--- src/rtl/spi_seq_pkg.sv ---
`default_nettype none
// spi_seq_pkg: op codes, primitive controller commands and sequencer state encodings. Rev 1.0
package spi_seq_pkg;

  typedef enum logic [1:0] {
    OP_READ   = 2'd0,
    OP_PROG   = 2'd1,
    OP_SERASE = 2'd2,
    OP_CERASE = 2'd3
  } op_code_e;

  localparam logic [3:0] CMD_NOP  = 4'h0;
  localparam logic [3:0] CMD_WREN = 4'h1;
  localparam logic [3:0] CMD_RDSR = 4'h2;
  localparam logic [3:0] CMD_READ = 4'h3;
  localparam logic [3:0] CMD_PP   = 4'h4;
  localparam logic [3:0] CMD_SE   = 4'h5;
  localparam logic [3:0] CMD_CE   = 4'h6;

  typedef logic [2:0] seq_state_t;
  localparam seq_state_t ST_IDLE     = 3'd0;
  localparam seq_state_t ST_WREN     = 3'd1;
  localparam seq_state_t ST_PRIM     = 3'd2;
  localparam seq_state_t ST_POLL_GAP = 3'd3;
  localparam seq_state_t ST_POLL     = 3'd4;
  localparam seq_state_t ST_CHECK    = 3'd5;
  localparam seq_state_t ST_VERIFY   = 3'd6;
  localparam seq_state_t ST_FINISH   = 3'd7;

  localparam int WIP_BIT = 0;

endpackage
`default_nettype wire

--- src/rtl/spi_seq_issue.sv ---
`default_nettype none
// spi_seq_issue: launches one controller primitive, waits out busy and captures any returned byte. Rev 1.0
module spi_seq_issue
  import spi_seq_pkg::*;
(
  input  logic        sys_clk,
  input  logic        sys_rst_n,
  input  logic        req_i,
  input  logic        capture_i,
  input  logic [3:0]  cmd_i,
  input  logic [31:0] addr_i,
  input  logic [7:0]  wdata_i,
  input  logic        ctl_busy_i,
  input  logic        ctl_rvalid_i,
  input  logic [7:0]  ctl_rdata_i,
  output logic        ctl_start_o,
  output logic [3:0]  ctl_cmd_o,
  output logic [31:0] ctl_addr_o,
  output logic [7:0]  ctl_wdata_o,
  output logic        prim_done_o,
  output logic        rgot_o,
  output logic [7:0]  rbyte_o
);

  localparam logic [1:0] IS_IDLE  = 2'd0;
  localparam logic [1:0] IS_ISSUE = 2'd1;
  localparam logic [1:0] IS_SKIP  = 2'd2;
  localparam logic [1:0] IS_WAIT  = 2'd3;

  logic [1:0]  st_q, st_d;
  logic [3:0]  cmd_q;
  logic [31:0] addr_q;
  logic [7:0]  wdata_q;
  logic [7:0]  byte_q;
  logic        cap_q;
  logic        got_q;
  logic        w_launch;
  logic        w_hit;

  assign w_launch = (st_q == IS_IDLE) && req_i && !ctl_busy_i;
  assign w_hit    = cap_q && ctl_rvalid_i && (st_q != IS_IDLE);

  // The cycle after the launch pulse ignores busy so the controller has time to raise it.
  always_comb begin
    st_d = st_q;
    case (st_q)
      IS_IDLE:  if (w_launch) st_d = IS_ISSUE;
      IS_ISSUE: st_d = IS_SKIP;
      IS_SKIP:  st_d = IS_WAIT;
      IS_WAIT:  if (!ctl_busy_i) st_d = IS_IDLE;
      default:  st_d = IS_IDLE;
    endcase
  end

  always_ff @(posedge sys_clk or posedge sys_rst_n) begin
    if (sys_rst_n) begin
      st_q    <= IS_IDLE;
      cmd_q   <= CMD_NOP;
      addr_q  <= 32'h0;
      wdata_q <= 8'h0;
      byte_q  <= 8'h0;
      cap_q   <= 1'b0;
      got_q   <= 1'b0;
    end else begin
      st_q <= st_d;
      if (w_launch) begin
        cmd_q   <= cmd_i;
        addr_q  <= addr_i;
        wdata_q <= wdata_i;
        cap_q   <= capture_i;
        got_q   <= 1'b0;
      end else if (w_hit) begin
        byte_q <= ctl_rdata_i;
        got_q  <= 1'b1;
      end
    end
  end

  assign ctl_start_o = (st_q == IS_ISSUE);
  assign ctl_cmd_o   = cmd_q;
  assign ctl_addr_o  = addr_q;
  assign ctl_wdata_o = wdata_q;
  assign prim_done_o = (st_q == IS_WAIT) && !ctl_busy_i;
  assign rgot_o      = got_q | w_hit;
  assign rbyte_o     = w_hit ? ctl_rdata_i : byte_q;

endmodule
`default_nettype wire

--- src/rtl/spi_flash_op_sequencer.sv ---
`default_nettype none
// spi_flash_op_sequencer: expands READ/PROG/ERASE into controller primitives with busy polling. Rev 1.0
// Optional readback check of programmed bytes: define SPI_SEQ_READBACK_VERIFY_EN.
module spi_flash_op_sequencer
  import spi_seq_pkg::*;
#(
  parameter int          POLL_GAP = 16,
  parameter logic [19:0] POLL_MAX = 20'hFFFFF,
  parameter int          ADDR_W   = 24
) (
  input  logic              sys_clk,
  input  logic              sys_rst_n,
  input  logic              op_valid,
  output logic              op_ready,
  input  logic [1:0]        op_code,
  input  logic [ADDR_W-1:0] op_addr,
  input  logic [7:0]        op_wdata,
  output logic              done,
  output logic [7:0]        rdata,
  output logic              err,
  output logic [3:0]        ctl_cmd,
  output logic [31:0]       ctl_addr,
  output logic [7:0]        ctl_wdata,
  output logic              ctl_start,
  input  logic              ctl_busy,
  input  logic              ctl_rvalid,
  input  logic [7:0]        ctl_rdata
);

  localparam logic [15:0] GAP_LAST = 16'(POLL_GAP - 1);

  seq_state_t        st_q, st_d;
  op_code_e          code_q, code_d;
  logic [ADDR_W-1:0] addr_q, addr_d;
  logic [7:0]        wdata_q, wdata_d;
  logic [15:0]       gap_q, gap_d;
  logic [19:0]       pcnt_q, pcnt_d;
  logic              wip_q, wip_d;
  logic              err_q, err_d;
  logic [7:0]        rdata_q, rdata_d;

  logic        w_req, w_cap;
  logic [3:0]  w_cmd;
  logic [31:0] w_addr;
  logic [7:0]  w_wdata;
  logic        w_prim_done, w_rgot;
  logic [7:0]  w_rbyte;
  logic [19:0] w_pcnt_inc;

  assign w_pcnt_inc = (pcnt_q == POLL_MAX) ? POLL_MAX : pcnt_q + 20'd1;

  always_comb begin
    w_req   = 1'b0;
    w_cap   = 1'b0;
    w_cmd   = CMD_NOP;
    w_addr  = 32'h0;
    w_wdata = 8'h0;
    case (st_q)
      ST_WREN: begin
        w_req = 1'b1;
        w_cmd = CMD_WREN;
      end
      ST_PRIM: begin
        w_req  = 1'b1;
        w_addr = 32'(addr_q);
        case (code_q)
          OP_READ: begin
            w_cmd = CMD_READ;
            w_cap = 1'b1;
          end
          OP_PROG: begin
            w_cmd   = CMD_PP;
            w_wdata = wdata_q;
          end
          OP_SERASE: w_cmd = CMD_SE;
          default: begin
            w_cmd  = CMD_CE;
            w_addr = 32'h0;
          end
        endcase
      end
      ST_POLL: begin
        w_req = 1'b1;
        w_cap = 1'b1;
        w_cmd = CMD_RDSR;
      end
`ifdef SPI_SEQ_READBACK_VERIFY_EN
      ST_VERIFY: begin
        w_req  = 1'b1;
        w_cap  = 1'b1;
        w_cmd  = CMD_READ;
        w_addr = 32'(addr_q);
      end
`endif
      default: ;
    endcase
  end

  always_comb begin
    st_d    = st_q;
    code_d  = code_q;
    addr_d  = addr_q;
    wdata_d = wdata_q;
    gap_d   = gap_q;
    pcnt_d  = pcnt_q;
    wip_d   = wip_q;
    err_d   = err_q;
    rdata_d = rdata_q;
    case (st_q)
      ST_IDLE: if (op_valid) begin
        code_d  = op_code_e'(op_code);
        addr_d  = op_addr;
        wdata_d = op_wdata;
        err_d   = 1'b0;
        pcnt_d  = 20'd0;
        st_d    = (op_code == OP_READ) ? ST_PRIM : ST_WREN;
      end
      ST_WREN: if (w_prim_done) st_d = ST_PRIM;
      ST_PRIM: if (w_prim_done) begin
        if (code_q == OP_READ) begin
          if (w_rgot) rdata_d = w_rbyte;
          st_d = ST_FINISH;
        end else begin
          gap_d = 16'd0;
          st_d  = ST_POLL_GAP;
        end
      end
      ST_POLL_GAP: begin
        if (gap_q == GAP_LAST) st_d = ST_POLL;
        else                   gap_d = gap_q + 16'd1;
      end
      // A status poll that returns no byte is treated as still busy.
      ST_POLL: if (w_prim_done) begin
        wip_d = w_rgot ? w_rbyte[WIP_BIT] : 1'b1;
        st_d  = ST_CHECK;
      end
      ST_CHECK: begin
        if (!wip_q) begin
`ifdef SPI_SEQ_READBACK_VERIFY_EN
          st_d = (code_q == OP_PROG) ? ST_VERIFY : ST_FINISH;
`else
          st_d = ST_FINISH;
`endif
        end else begin
          pcnt_d = w_pcnt_inc;
          if (w_pcnt_inc == POLL_MAX) begin
            err_d = 1'b1;
            st_d  = ST_FINISH;
          end else begin
            gap_d = 16'd0;
            st_d  = ST_POLL_GAP;
          end
        end
      end
`ifdef SPI_SEQ_READBACK_VERIFY_EN
      ST_VERIFY: if (w_prim_done) begin
        if (w_rgot) rdata_d = w_rbyte;
        err_d = !w_rgot || (w_rbyte != wdata_q);
        st_d  = ST_FINISH;
      end
`endif
      ST_FINISH: st_d = ST_IDLE;
      default:   st_d = ST_IDLE;
    endcase
  end

  always_ff @(posedge sys_clk or posedge sys_rst_n) begin
    if (sys_rst_n) begin
      st_q    <= ST_IDLE;
      code_q  <= OP_READ;
      addr_q  <= '0;
      wdata_q <= 8'h0;
      gap_q   <= 16'd0;
      pcnt_q  <= 20'd0;
      wip_q   <= 1'b0;
      err_q   <= 1'b0;
      rdata_q <= 8'h0;
    end else begin
      st_q    <= st_d;
      code_q  <= code_d;
      addr_q  <= addr_d;
      wdata_q <= wdata_d;
      gap_q   <= gap_d;
      pcnt_q  <= pcnt_d;
      wip_q   <= wip_d;
      err_q   <= err_d;
      rdata_q <= rdata_d;
    end
  end

  spi_seq_issue u_issue (
    .sys_clk      (sys_clk),
    .sys_rst_n    (sys_rst_n),
    .req_i        (w_req),
    .capture_i    (w_cap),
    .cmd_i        (w_cmd),
    .addr_i       (w_addr),
    .wdata_i      (w_wdata),
    .ctl_busy_i   (ctl_busy),
    .ctl_rvalid_i (ctl_rvalid),
    .ctl_rdata_i  (ctl_rdata),
    .ctl_start_o  (ctl_start),
    .ctl_cmd_o    (ctl_cmd),
    .ctl_addr_o   (ctl_addr),
    .ctl_wdata_o  (ctl_wdata),
    .prim_done_o  (w_prim_done),
    .rgot_o       (w_rgot),
    .rbyte_o      (w_rbyte)
  );

  assign op_ready = (st_q == ST_IDLE);
  assign done     = (st_q == ST_FINISH);
  assign err      = done & err_q;
  assign rdata    = rdata_q;

endmodule
`default_nettype wire

--- config.mk ---
export PLATFORM = sky130hd
export DESIGN_NAME = spi_flash_op_sequencer
export DESIGN_NICKNAME = d
export VERILOG_FILES = /design/src/rtl/spi_seq_pkg.sv /design/src/rtl/spi_seq_issue.sv /design/src/rtl/spi_flash_op_sequencer.sv
export SDC_FILE = /design/constraint.sdc
export NUM_CORES = 1
export LEC_CHECK = 0
export BUFFER_PORTS_ARGS = -buffer_cell sky130_fd_sc_hd__buf_2
export CAP_MARGIN = 10
export CORE_ASPECT_RATIO = 1.75
export CORE_MARGIN = 4
export CORE_UTILIZATION = 63
export CTS_BUF_LIST = sky130_fd_sc_hd__clkbuf_2
export DETAILED_ROUTE_END_ITERATION = 6
export GPL_ROUTABILITY_DRIVEN = 0
export PLACE_DENSITY = 0.91
export SKIP_CTS_REPAIR_TIMING = 1
export SYNTH_ARGS = -nofsm -noshare
export SYNTH_HDL_FRONTEND = slang
export SYNTH_HIERARCHICAL = 1
export SYNTH_SLANG_ARGS = --single-unit
--- constraint.sdc ---
create_clock -name sys_clk -period 3.5 [get_ports sys_clk]
set_input_delay 0.175 -clock sys_clk [delete_from_list [all_inputs] [get_ports sys_clk]]
set_output_delay 0.175 -clock sys_clk [all_outputs]
set_load 0.05 [all_outputs]
==> results of run 1 <==
placed cells by master (no fill, tap or decap), types with 3 or more instances in the layout:
cell           netlist  final
buf_4                2      5
inv_1               16     14
buf_2                6    102
dlygate4sd3_1        0     55
a31oi_4              9      9
nand2_1            143    143
dfrtp_1            139    139
xor2_1               4      4
nand4_1              3      3
conb_1               1      9
a21oi_1             27     27
a31oi_1             13     13
a211oi_1             4      4
nor3_1              17     17
nor4_1              10     10
nand3_1             15     15
clkbuf_2             1     17
or3_1                7      7
mux2_2              31     31
mux2_4              40     40
or4_1                3      3
nand3b_1             3      3
o211ai_1             3      3
ha_1                11     11
and2_1              30     30
nor2_1              38     38
and3_1              16     16
inv_6                0      7
a311oi_1             5      5
o21ai_0             21     21
final cells by class:
type	instances	share of cell area, %
clock inverter	15	1.75
tap	132	1.91
clock buffer	17	0.983
timing repair buffer	164	13.2
sequential	139	40.2
inverter	16	0.709
multi-input combinational	512	41.3
antenna	1	0.0289
sequential cells by signal (all words and copies together), names as in the netlist:
signal and cells:
u_issue/ctl_addr_o 32, addr_q 24, pcnt_q 20, gap_q 16
rdata 8, u_issue/byte_q 8, u_issue/ctl_wdata_o 8, wdata_q 8
u_issue/ctl_cmd_o 4, st_q 3, code_q 2, u_issue/st_q 2
err_q 1, u_issue/cap_q 1, u_issue/got_q 1, wip_q 1
power breakdown:
part | total [mW] | internal [mW] | switching, mW | leakage (nW)
registers | 2.70 | 2.19 | 0.503 | 1.83
logic | 3.54 | 1.26 | 2.28 | 2.37
clock network | 0.962 | 0.284 | 0.678 | 0.141
total | 7.19 | 3.74 | 3.46 | 4.34
tightest hold or removal path, delay by kind of cell:
| kind | cells | cell delay (ps) |
|---|---|---|
| simple gates | 3 | 220 |
| buf+inv | 2 | 380 |
metal layers:
metal,GRT usage [%],share of wire (%),vias to the layer above
li1,-,-,2750
met5,0,0,-
met1,29.3,36,3003
met3,5.64,5.6,73
met2,45.9,54,297
met4,12.6,4.1,0
per-stage QoR:
stage	cell area, um2	hold WS [ps]
6_report	8650	35.0
5_1_grt	8650	3.75
4_1_cts	8080	-410
3_5_place_dp	7840	372
3_3_place_gp	7840	366
2_1_floorplan	7370	280
cell families after synthesis:
kind of cell	Yosys count	synth area share, %
simple gates	309	21.2
flops	139	47.4
compound gates	104	11.2
mux	73	13.2
buf+inv	55	4.33
fa+ha+maj	11	1.88
xor+xnor	6	0.716
other cells	1	0.0511
how the worst max path moves through the flow:
stage | startpoint | endpoint | cells after the start
floorplan | st_q[1]$_DFFE_PP0P_ | addr_q[0]$_DFFE_PP0P_ | 8
global placement | pcnt_q[0]$_DFFE_PP0P_ | gap_q[1]$_DFFE_PP0P_ | 7
detailed placement | pcnt_q[0]$_DFFE_PP0P_ | gap_q[1]$_DFFE_PP0P_ | 7
CTS | pcnt_q[0]$_DFFE_PP0P_ | gap_q[14]$_DFFE_PP0P_ | 7
global route | pcnt_q[0]$_DFFE_PP0P_ | gap_q[12]$_DFFE_PP0P_ | 7
finish | pcnt_q[0]$_DFFE_PP0P_ | gap_q[12]$_DFFE_PP0P_ | 7
==> flow_summary_export.csv, run 1 <==
group,metric,value,unit
sta,fmax,319,MHz
route,final_antenna_net_count,0,
hold_path,hold_path.startpoint,"op_valid",
route,routed_wl,19300,um
route,wl_per_cell,19.4,um
yosys,ys_seq_elements,139,
sta,tightestPinTransition,1070,ps
global_routing,overflow,0,
route,drt_iter0_markers,484,
clock_network,cts_tree,"done",
clock_network,ctsHtreeMaxLevel,4,
clock_network,cts_root_buffer,"clkbuf_2",
placed_design,portBuffers,102,
placed_design,dp_cells,907,
critical_path,crit_chain,"ha_1 > nand4_4 > or4_1 > a2111o_1 > o31ai_4 > nand2_4 > a31oi_1",
yosys,synthFlopType,"dfrtp_1",
yosys,synth_area,7340,um2
route,vias,6123,
global_routing,grt_first_pass_wirelength,27400,um
power_and_ir_drop,ir_drop,0.473,mV
sta,setup_violations,0,
hold_path,min_to,"addr_q[14]$_DFFE_PP0P_",
placed_design,dp_worst_setup_slack,427,ps
finish,regArea,3480,um2
finish,fin_nets,908,
critical_path,crit_type,"reg -> reg",
placed_design,hpwl,12100,um
critical_path,timing.rr.start,"pcnt_q[0]$_DFFE_PP0P_",
yosys,synth_edf_count,0,
floorplan,initial_utilization,64.9,%
critical_path,critPathMaxStageDelay,570,ps
clock_network,cts_buffer_depth,2,
floorplan,die-area,13500,um2
finish,fin_util,76.6,%
critical_path,crit_required,4150,ps
status,violations,"DRC",
hold_path,holdPathStages,5,
critical_path,critPathSlowestCell,"or4_1",
floorplan,die_x,89.6,um
sta,setup_slack,368,ps
clock_network,cts_buffers,17,
sta,fin_worst_skew,43.6,ps
sta,final-hold-violation-count,0,
route,drc,5,
critical_path,cp-end-kind,"register",
yosys,synth_area_leaders,"dfrtp_1 (47%), mux2_4 (8.2%), nand2_1 (7.3%)",
status,status,"finished with violations",
sta,fin_crit_sh,89.5,%
yosys,yosysWarningCount,6,
global_routing,antenna_found_initial,1,
yosys,synth.most_common_cell,"nand2_1",
yosys,syn_avg_cell_area,10.5,um2
sta,rsz0062_at_grt,"false",
floorplan,num_io_pins,103,
clock_network,cts_num_sinks,139,
yosys,synth.largest_area_cell,"dfrtp_1",
yosys,async_flop_share,100,%
yosys,ys_types,70,
critical_path,worst_setup_path_start_kind,"register",
floorplan,rows,51,
finish,drive_gt1_share,28.0,%
critical_path,ff2ff_setup_slack,370,ps
yosys,synth.top_cells.by_count,"nand2_1 (143), dfrtp_1 (139), mux2_4 (40)",
run,max_cap_viol_count,0,
clock_network,clk_latency,740,ps
route,firstDrtPassIters,7,
finish,area_growth,17.9,%
power_and_ir_drop,p_per_area,831,nW/um2
critical_path,cp_num_buf_inv,0,
global_routing,grt_pass1_vias,5838,
yosys,ys_seq_area_share,47.4,%
finish,final_cells,996,
sta,fin_crit,3130,ps
yosys,synthCells,698,
critical_path,rr_endpoint,"gap_q[12]$_DFFE_PP0P_",
global_routing,grt_usage,26.2,%
yosys,yosysTopAreaCellShare,47.4,%
sta,tns,0,ps
floorplan,design.core.area,11300,um2
critical_path,crit_family,"simple AND/OR/NAND/NOR gates",
floorplan,die_h,151,um
power_and_ir_drop,p_leak,4.34,nW
route,via_per_inst,6.15,
sta,max_slew_margin,28.6,%
sta,final-max-slew-violation-count,0,
finish,multi_input_area,3570,um2
finish,nFillCells,661,
critical_path,crit_arrival,3780,ps
clock_network,clk_pin_slew,270,ps
global_routing,grt_max_degree,60,
critical_path,r2r_cells,7,
critical_path,crit_fanout,14,
power_and_ir_drop,power,7.19,mW
hold_path,hold_path.class,"in -> reg",
No activity file was read; power rests on OpenSTA's default activity.
==> inputs of run 2 (changes only) <==
==> constraint.sdc (replaced) <==
create_clock -name sys_clk -period 3.5 [get_ports sys_clk]
set_input_delay 0.175 -clock sys_clk [delete_from_list [all_inputs] [get_ports sys_clk]]
set_output_delay 0.175 -clock sys_clk [all_outputs]
set_load 0.1 [all_outputs]
==> flow_summary_export.csv, run 2 (synthesized netlist as in run 1, its figures left out) <==
group,metric,value,unit
sta,tightestPinTransition,938,ps
finish,fin_nets,908,
route,vias,6183,
clock_network,ctsHtreeMaxLevel,4,
critical_path,crit_required,4140,ps
sta,fin_crit,3190,ps
finish,area_growth,18.4,%
route,routed_wl,19800,um
clock_network,cts_buffer_depth,2,
clock_network,cts_num_sinks,139,
route,via_per_inst,6.21,
clock_network,cts_tree,"done",
placed_design,dpl_cell_area,7850,um2
route,final_antenna_net_count,0,
sta,fin_crit_sh,91.2,%
clock_network,cts_buffers,17,
power_and_ir_drop,p_per_area,961,nW/um2
power_and_ir_drop,power,8.35,mW
critical_path,cp-end-kind,"register",
floorplan,die_h,151,um
floorplan,num_io_pins,103,
finish,final_area,8690,um2
sta,max_slew_margin,37.4,%
sta,fin_worst_skew,49.1,ps
finish,final_cell_mix,"nand2_1 (143), dfrtp_1 (139), buf_2 (102)",
global_routing,grt_max_degree,64,
critical_path,crit_type,"reg -> reg",
route,wl_per_cell,19.9,um
clock_network,clk_latency,740,ps
sta,tns,0,ps
critical_path,crit_fanout,14,
global_routing,grt_first_pass_wirelength,27700,um
sta,setup_violations,0,
critical_path,rr_endpoint,"gap_q[12]$_DFFE_PP0P_",
hold_path,hold_path.class,"in -> reg",
global_routing,overflow,0,
floorplan,rows,51,
power_and_ir_drop,p_leak,4.36,nW
clock_network,clk_pin_slew,210,ps
clock_network,cts_root_buffer,"clkbuf_2",
status,status,"completed",
finish,largest_reg_flops,32,
hold_path,hold_path.startpoint,"op_valid",
global_routing,grt_usage,26.6,%
floorplan,design.core.area,11300,um2
route,firstDrtPassIters,7,
run,max_cap_viol_count,0,
placed_design,portBuffers,102,
placed_design,dp_worst_setup_slack,389,ps
route,drt_iter0_markers,477,
floorplan,initial_utilization,64.9,%
critical_path,timing.rr.start,"pcnt_q[0]$_DFFE_PP0P_",
route,drc,0,
finish,final_common_cell,"nand2_1",
global_routing,antenna_found_initial,1,
sta,rsz0062_at_grt,"false",
critical_path,worst_setup_path_start_kind,"register",
critical_path,ff2ff_setup_slack,310,ps
hold_path,min_to,"st_q[0]$_DFFE_PP0P_",
sta,final-max-slew-violation-count,0,
floorplan,die-area,13500,um2
placed_design,hpwl,12100,um
hold_path,holdPathStages,4,
power_and_ir_drop,ir_drop,0.679,mV
critical_path,crit_arrival,3830,ps
sta,setup_slack,307,ps
finish,drive_gt1_share,28.0,%
sta,fmax,313,MHz
critical_path,r2r_cells,7,
global_routing,grt_pass1_vias,5788,
sta,final-hold-violation-count,0,
floorplan,die_x,89.6,um
run 2: per-layer routing:
layer | vias to the layer above | part of all wire [%] | GRT usage [%] | wire length, um
met2 | 325 | 53 | 45.5 | 10400
met1 | 3031 | 37 | 30.1 | 7260
met5 | - | 0 | 0 | 0
met3 | 97 | 5.6 | 5.64 | 1120
li1 | 2730 | - | - | -
met4 | 0 | 5.1 | 14.3 | 1020
run 2: layout make-up:
class	instances	area [um2]
diodes	1	2.50
fillers	661	2610
multi-input cells	512	3570
repair buffers	164	1150
well taps	132	165
flip-flops and latches	139	3480
inverters	16	61.3
clock inverters	14	166
clock buffers	18	90.1
run 2: power by group:
group          total, mW  switching [mW]  internal [mW]  leakage (nW)
Combinational       4.61            3.37           1.24          2.38
Clock               1.04           0.633          0.405         0.151
Sequential          2.70           0.508           2.19          1.83
Total               8.35            4.51           3.84          4.36
run 2: critical path: stages (launching register included):
cell	delay, ps
dfrtp_1	560
ha_1	460
nand4_4	210
or4_1	580
a2111o_1	500
o31ai_4	270
nand2_4	270
a31oi_1	250
run 2: stage by stage:
| stage | instances | utilization (%) | hold slack, ps |
|---|---|---|---|
| global placement | 907 | 69.5 | 367 |
| CTS | 939 | 71.8 | -414 |
| global route | 996 | 76.9 | 85.9 |
| detailed placement | 907 | 69.5 | 374 |
| finish | 996 | 76.9 | 50.6 |
| floorplan | 706 | - | 280 |
run 2: how the worst max path moves through the flow:
stage	from	endpoint	slack (ps)
floorplan	st_q[1]$_DFFE_PP0P_	addr_q[0]$_DFFE_PP0P_	460
global placement	pcnt_q[0]$_DFFE_PP0P_	gap_q[1]$_DFFE_PP0P_	540
detailed placement	pcnt_q[0]$_DFFE_PP0P_	gap_q[14]$_DFFE_PP0P_	390
CTS	pcnt_q[0]$_DFFE_PP0P_	gap_q[12]$_DFFE_PP0P_	340
global route	pcnt_q[0]$_DFFE_PP0P_	gap_q[12]$_DFFE_PP0P_	150
finish	pcnt_q[0]$_DFFE_PP0P_	gap_q[12]$_DFFE_PP0P_	310
